===== src/rtl/mem_port_arbiter_pkg.sv =====
// rtl/mem_port_arbiter_pkg.sv - shared widths and state encoding for the RAM port arbiter
package mem_port_arbiter_pkg;

    localparam int INST_ADDR_W = 32;
    localparam int INST_W      = 32;
    localparam int REG_W       = 32;

    localparam logic [3:0] SEL_ALL = 4'b1111;

    typedef enum logic [1:0] {
        ARB_IDLE = 2'd0,
        ARB_GIF  = 2'd1,
        ARB_GDM  = 2'd2,
        ARB_DONE = 2'd3
    } arb_state_e;

endpackage


===== src/rtl/arb_timeout_cnt.sv =====
// rtl/arb_timeout_cnt.sv - loadable up-counter with clear, enable and terminal-count flag
module arb_timeout_cnt #(
    parameter int CNT_W    = 5,
    parameter int TERMINAL = 15
) (
    input  logic             clk,
    input  logic             rst,
    input  logic             clr,
    input  logic             load,
    input  logic [CNT_W-1:0] load_val,
    input  logic             en,
    output logic             tc
);

    logic [CNT_W-1:0] cnt;

    always_ff @(posedge clk or posedge rst) begin
        if (rst) begin
            cnt <= '0;
        end else if (clr) begin
            cnt <= '0;
        end else if (load) begin
            cnt <= load_val;
        end else if (en) begin
            cnt <= cnt + 1'b1;
        end
    end

    assign tc = (cnt == CNT_W'(TERMINAL));

endmodule


===== src/rtl/mem_port_arbiter.sv =====
// rtl/mem_port_arbiter.sv - shares one RAM port between instruction fetch and MEM-stage load/store
module mem_port_arbiter
    import mem_port_arbiter_pkg::*;
#(
    parameter int DATA_BURST_MAX = 4,
    parameter int TIMEOUT        = 16,
    parameter int CNT_W          = 5
) (
    input  logic                   clk,
    input  logic                   rst,
    input  logic                   if_req_i,
    input  logic [INST_ADDR_W-1:0] if_addr_i,
    output logic                   if_ack_o,
    output logic [INST_W-1:0]      if_data_o,
    input  logic                   dm_req_i,
    input  logic                   dm_we_i,
    input  logic [REG_W-1:0]       dm_addr_i,
    input  logic [3:0]             dm_sel_i,
    input  logic [REG_W-1:0]       dm_wdata_i,
    output logic                   dm_ack_o,
    output logic [REG_W-1:0]       dm_rdata_o,
    output logic                   ram_ce_o,
    output logic                   ram_we_o,
    output logic [REG_W-1:0]       ram_addr_o,
    output logic [3:0]             ram_sel_o,
    output logic [REG_W-1:0]       ram_data_o,
    input  logic [REG_W-1:0]       ram_data_i,
    input  logic                   ram_hit_i,
    output logic                   stall_req_o,
    output logic                   err_o
);

    localparam int                 BURST_W     = $clog2(DATA_BURST_MAX + 1);
    localparam logic [BURST_W-1:0] BURST_MAX_V = BURST_W'(DATA_BURST_MAX);

    arb_state_e         state, state_next;
    logic [BURST_W-1:0] burst_cnt;
    logic               force_if;
    logic               grant_if, grant_dm;
    logic               finish, timed_out;
    logic               tmo_tc;
    logic               in_grant;
    logic [REG_W-1:0]   done_data;

    // Fetch jumps the queue only after a full run of data grants made while it waited.
    assign force_if  = if_req_i && (burst_cnt == BURST_MAX_V);
    assign in_grant  = (state == ARB_GIF) || (state == ARB_GDM);
    assign done_data = timed_out ? '0 : ram_data_i;

    assign stall_req_o = (if_req_i & ~if_ack_o) | (dm_req_i & ~dm_ack_o);

    always_ff @(posedge clk or posedge rst) begin
        if (rst) begin
            state <= ARB_IDLE;
        end else begin
            state <= state_next;
        end
    end

    always_comb begin
        state_next = state;
        grant_if   = 1'b0;
        grant_dm   = 1'b0;
        finish     = 1'b0;
        timed_out  = 1'b0;
        case (state)
            ARB_IDLE: begin
                if (dm_req_i && !force_if) begin
                    grant_dm   = 1'b1;
                    state_next = ARB_GDM;
                end else if (if_req_i) begin
                    grant_if   = 1'b1;
                    state_next = ARB_GIF;
                end
            end
            ARB_GIF, ARB_GDM: begin
                // A hit on the terminal cycle still counts as a normal completion.
                if (ram_hit_i) begin
                    finish     = 1'b1;
                    state_next = ARB_DONE;
                end else if (tmo_tc) begin
                    finish     = 1'b1;
                    timed_out  = 1'b1;
                    state_next = ARB_DONE;
                end
            end
            ARB_DONE: state_next = ARB_IDLE;
            default:  state_next = ARB_IDLE;
        endcase
    end

    arb_timeout_cnt #(
        .CNT_W    (CNT_W),
        .TERMINAL (TIMEOUT - 1)
    ) u_timeout_cnt (
        .clk      (clk),
        .rst      (rst),
        .clr      (finish),
        .load     (grant_if | grant_dm),
        .load_val ('0),
        .en       (in_grant && !finish),
        .tc       (tmo_tc)
    );

    always_ff @(posedge clk or posedge rst) begin
        if (rst) begin
            ram_ce_o   <= 1'b0;
            ram_we_o   <= 1'b0;
            ram_addr_o <= '0;
            ram_sel_o  <= '0;
            ram_data_o <= '0;
            if_ack_o   <= 1'b0;
            if_data_o  <= '0;
            dm_ack_o   <= 1'b0;
            dm_rdata_o <= '0;
            err_o      <= 1'b0;
            burst_cnt  <= '0;
        end else begin
            if_ack_o <= 1'b0;
            dm_ack_o <= 1'b0;

            if (grant_dm) begin
                ram_ce_o   <= 1'b1;
                ram_we_o   <= dm_we_i;
                ram_addr_o <= dm_addr_i;
                ram_sel_o  <= dm_sel_i;
                ram_data_o <= dm_wdata_i;
            end else if (grant_if) begin
                ram_ce_o   <= 1'b1;
                ram_we_o   <= 1'b0;
                ram_addr_o <= if_addr_i;
                ram_sel_o  <= SEL_ALL;
                ram_data_o <= '0;
            end

            if (finish) begin
                ram_ce_o <= 1'b0;
                if (state == ARB_GIF) begin
                    if_ack_o  <= 1'b1;
                    if_data_o <= done_data;
                end else begin
                    dm_ack_o   <= 1'b1;
                    dm_rdata_o <= done_data;
                end
                if (timed_out) begin
                    err_o <= 1'b1;
                end
            end

            if (grant_if) begin
                burst_cnt <= '0;
            end else if (grant_dm) begin
                if (!if_req_i) begin
                    burst_cnt <= '0;
                end else if (burst_cnt != BURST_MAX_V) begin
                    burst_cnt <= burst_cnt + 1'b1;
                end
            end
        end
    end

endmodule

===== config.mk =====
export PLATFORM = sky130hd
export DESIGN_NAME = mem_port_arbiter
export DESIGN_NICKNAME = d
export VERILOG_FILES = /design/src/rtl/mem_port_arbiter_pkg.sv /design/src/rtl/arb_timeout_cnt.sv /design/src/rtl/mem_port_arbiter.sv
export SDC_FILE = /design/constraint.sdc
export NUM_CORES = 1
export LEC_CHECK = 0
export ABC_AREA = 0
export BUFFER_PORTS_ARGS = -buffer_cell sky130_fd_sc_hd__buf_2
export CELL_PAD_IN_SITES_DETAIL_PLACEMENT = 2
export CELL_PAD_IN_SITES_GLOBAL_PLACEMENT = 2
export CORE_MARGIN = 2
export CORE_UTILIZATION = 28
export DETAILED_ROUTE_END_ITERATION = 16
export PLACE_DENSITY_LB_ADDON = 0.1
export SYNTH_ARGS = -nofsm -noshare
export SYNTH_HDL_FRONTEND = slang
export SYNTH_SLANG_ARGS = --single-unit

===== constraint.sdc =====
create_clock -name clk -period 5.97 [get_ports clk]
set_input_delay 0.2985 -clock clk [delete_from_list [all_inputs] [get_ports clk]]
set_output_delay 0.2985 -clock clk [all_outputs]
set_load 0.005 [all_outputs]

==> reports/results.md <==
Outcome
• finished with violations — outcome
• hold timing — failing checks

Yosys
• 659 — synthesized net count
• 515 — Cells after Synth
• 0 — warning count from the yosys run
• dfrtp_1 — cell accounting for the most synthesized area
• 0.619 — sequential-to-total area share from yosys stat
• 0.619 — fraction of post-synthesis cell area in the top cell type by area
• 5940 um^2 — synthesized area
• dfrtp_1, o21ai_0, o221a_2 — Area contributors post-synth
• 37 — Unique masters post-synth
• 147 — Seq cells post-synth
• 11.5 um^2 — Synth Area per Inst

Detailed routing
• 0 — Routed Antenna Nets
• 20.6 mm — routed wire length
• 5188 — total via count in the routed design
• 19.3 um — post-detailed-route wirelength per cell
• 4.86 — vias per cell
• 1.30 mm — routed wl met3
• 10.4 mm — met2 WL post-DR
• 8.50 mm — M1 WL
• met4 — uppermost routed layer
• 148 — DRC marker count from the first detailed-route iteration
• 4 — Pre-Repair DR Iteration Count
• 0 — DRC violations left

Pwr
• 543 nW/um^2 — areal power density over the cells
• 0.210 mV — largest vdd supply drop
• 4.07 nW — leakage power
• 4.39 mW — Power Total

Worst hold path
• in -> async — Hold/Removal Path Class

Placed design
• 275 — count of input and output buffers
• 14.3 mm — placed wire-length estimate after detailed placement
• 0.769 — global placer's final weighted congestion

Global route
• 3 — antenna violations before repair
• 0 — leftover overflow at the end of global routing
• 32.3 mm — wire length of the first global-routing pass
• 5674 — number of global-route vias before repair
• 76 — largest net degree at the start of global routing
• 0.187 — GRT Util Overall

STA
• 0 — Finish-stage setup viols
• 0.152 — worst slew margin relative to its limit
• -0.00701 ns — WHS
• 1.27 ns — worst-margin pin slew
• 0.394 — fraction of the cycle the final worst path needs
• 0 — Slew Viols, Final
• 0.0117 ns — Setup Skew
• no — RSZ-0062 raised after global routing
• 425 MHz — highest clock frequency the design can meet
• 0 ns — post-route setup TNS
• 1 — final-report hold violation count
• 2.36 ns — final critical-path required period

Clock network
• 4 — H-tree depth reported by CTS
• 0 — setup fix buffers added after clock tree synthesis
• 17 — Num CTS Buffers
• 0 — CTS-repair resized insts
• clkbuf_16 — Root Driver
• 2 — Longest Clk Path Bufs
• 0 — number of hold-repair buffers added at the cts stage
• 147 — TritonCTS sink count
• yes — CTS tree
• 0.06 ns — clock-pin transition on the worst setup and hold timing paths
• 0.42 ns — clock insertion delay at the later pin of the skew report

Worst setup path
• 33 — largest fanout of any net on the critical path
• 4 — R2R depth
• 2.70 ns — Critical Path AT
• 6.31 ns — data required time of the critical path
• flop — Worst setup SP type
• 3.61 ns — R2R Setup Slk
• flop — endpoint class of the critical path
• reg -> reg — critical path class

Floorplan
• 21000 um^2 — core outline area
• 53 — Std-Cell Rows
• 0.284 — starting density of the core
• 150 um — x dimension of the die
• 22400 um^2 — area of the die
• 276 — total I/O pin count
• 150 um — vertical die dimension

Flow run
• 0 — max capacitance violation total

Cells and area
• 2324 — fillcell total
• 2010 um^2 — area of the multi-input gates
• 3680 um^2 — Register Area
• 0.444 — fraction of final layout cells with drive strength greater than 1
• 921 — Layout Nets
• 0.386 — fin util
• 36.0% — Layout area overhead

[logic make-up after synthesis]
kind of cell | synth area share
compound gates | 0.219
fa+ha+maj | 0.0126
mux | 0.00695
flops | 0.619
buf+inv | 0.0450
simple gates | 0.0977
[final timing paths]
| path | start | end |
|---|---|---|
| max | state[1] | ram_we_o |
| min | rst | if_data_o[26] |
| max reg2reg | state[1] | ram_we_o |
| min reg2reg | err_o | err_o |
| max in group asynchronous | rst | u_timeout_cnt.cnt[3] |
| min in group clk | dm_sel_i[3] | ram_sel_o[3] |
[cell type report]
cell class / count / share of cell area
diodes: 3 / 0.000929
well taps: 275 / 0.0426
flip-flops and latches: 147 / 0.455
inverters: 12 / 0.00619
multi-input cells: 315 / 0.248
repair buffers: 284 / 0.179
clock inverters: 12 / 0.0136
clock buffers: 19 / 0.0548
[through the flow]
stage / cell area (um^2) / cells / hold WS, ns / setup WS (ns)
after CTS: 8080 / 1064 / 0.0333 / 3.58
after detailed placement: 7520 / 1033 / 0.448 / 3.61
after global routing: 8080 / 1066 / 0.0617 / 3.38
after floorplan: 5940 / 515 / 0.425 / 1.72
after global placement: 7520 / 1033 / 0.445 / 3.76
final: 8080 / 1067 / -0.00701 / 3.61
[report_power, final]
group / internal, mW / switching, mW / total (mW)
registers: 1.46 / 0.234 / 1.70
logic: 0.793 / 0.886 / 1.68
clock network: 0.582 / 0.433 / 1.01
total: 2.84 / 1.55 / 4.39
[cells in the final DEF (no fill, tap or decap), types with 4 or more instances in the layout]
cell | synthesis | routed
clkinvlp_4 | 0 | 7
buf_4 | 5 | 9
dfrtp_1 | 147 | 147
o211ai_1 | 4 | 4
clkbuf_16 | 0 | 17
nor2_1 | 4 | 4
ha_1 | 6 | 6
nand3_1 | 4 | 4
nand2b_1 | 34 | 34
buf_2 | 18 | 275
nand2_1 | 68 | 68
o22a_1 | 4 | 4
o221a_2 | 30 | 30
o21ai_1 | 5 | 5
inv_1 | 12 | 11
a22o_1 | 33 | 33
o21ai_0 | 92 | 92
[critical path, cell delays in order (launching register included)]
cell and delay, ns:
dfrtp_1 0.36, inv_1 0.10, ha_1 0.46, and3_1 1.09
a22o_1 0.27
[cells in the mapped netlist, drive strengths merged]
library cell	instances
a22o	33
nand3b	2
dfrtp	147
nand2b	34
o32ai	1
ha	6
clkbuf	15
o21a	2
nor3b	2
o21ai	99
mux2i	3
o22ai	2
nor2	4
o22a	4
a21oi	3
nor4b	1
o211ai	5
o31ai	1
and2	1
mux2	1
o221a	32
inv	12
nor3	1
a31oi	2
nand3	4
and3	2
nand4	1
nand2	68
or2	1
buf	26
[metal layers]
metal / up-vias / global-route usage
met4: 0 / 0.0623
li1: 2362 / -
met2: 163 / 0.321
met1: 2641 / 0.227
met3: 22 / 0.0515
met5: - / 0
[registers in the layout (all words and copies together) (netlist names), 2 cells and up]
name and flops:
burst_cnt 3, dm_rdata_o 32, if_data_o 32, ram_addr_o 32, ram_data_o 32, ram_sel_o 4
state 2, u_timeout_cnt.cnt 5
No activity file was read; power rests on OpenSTA's default activity.
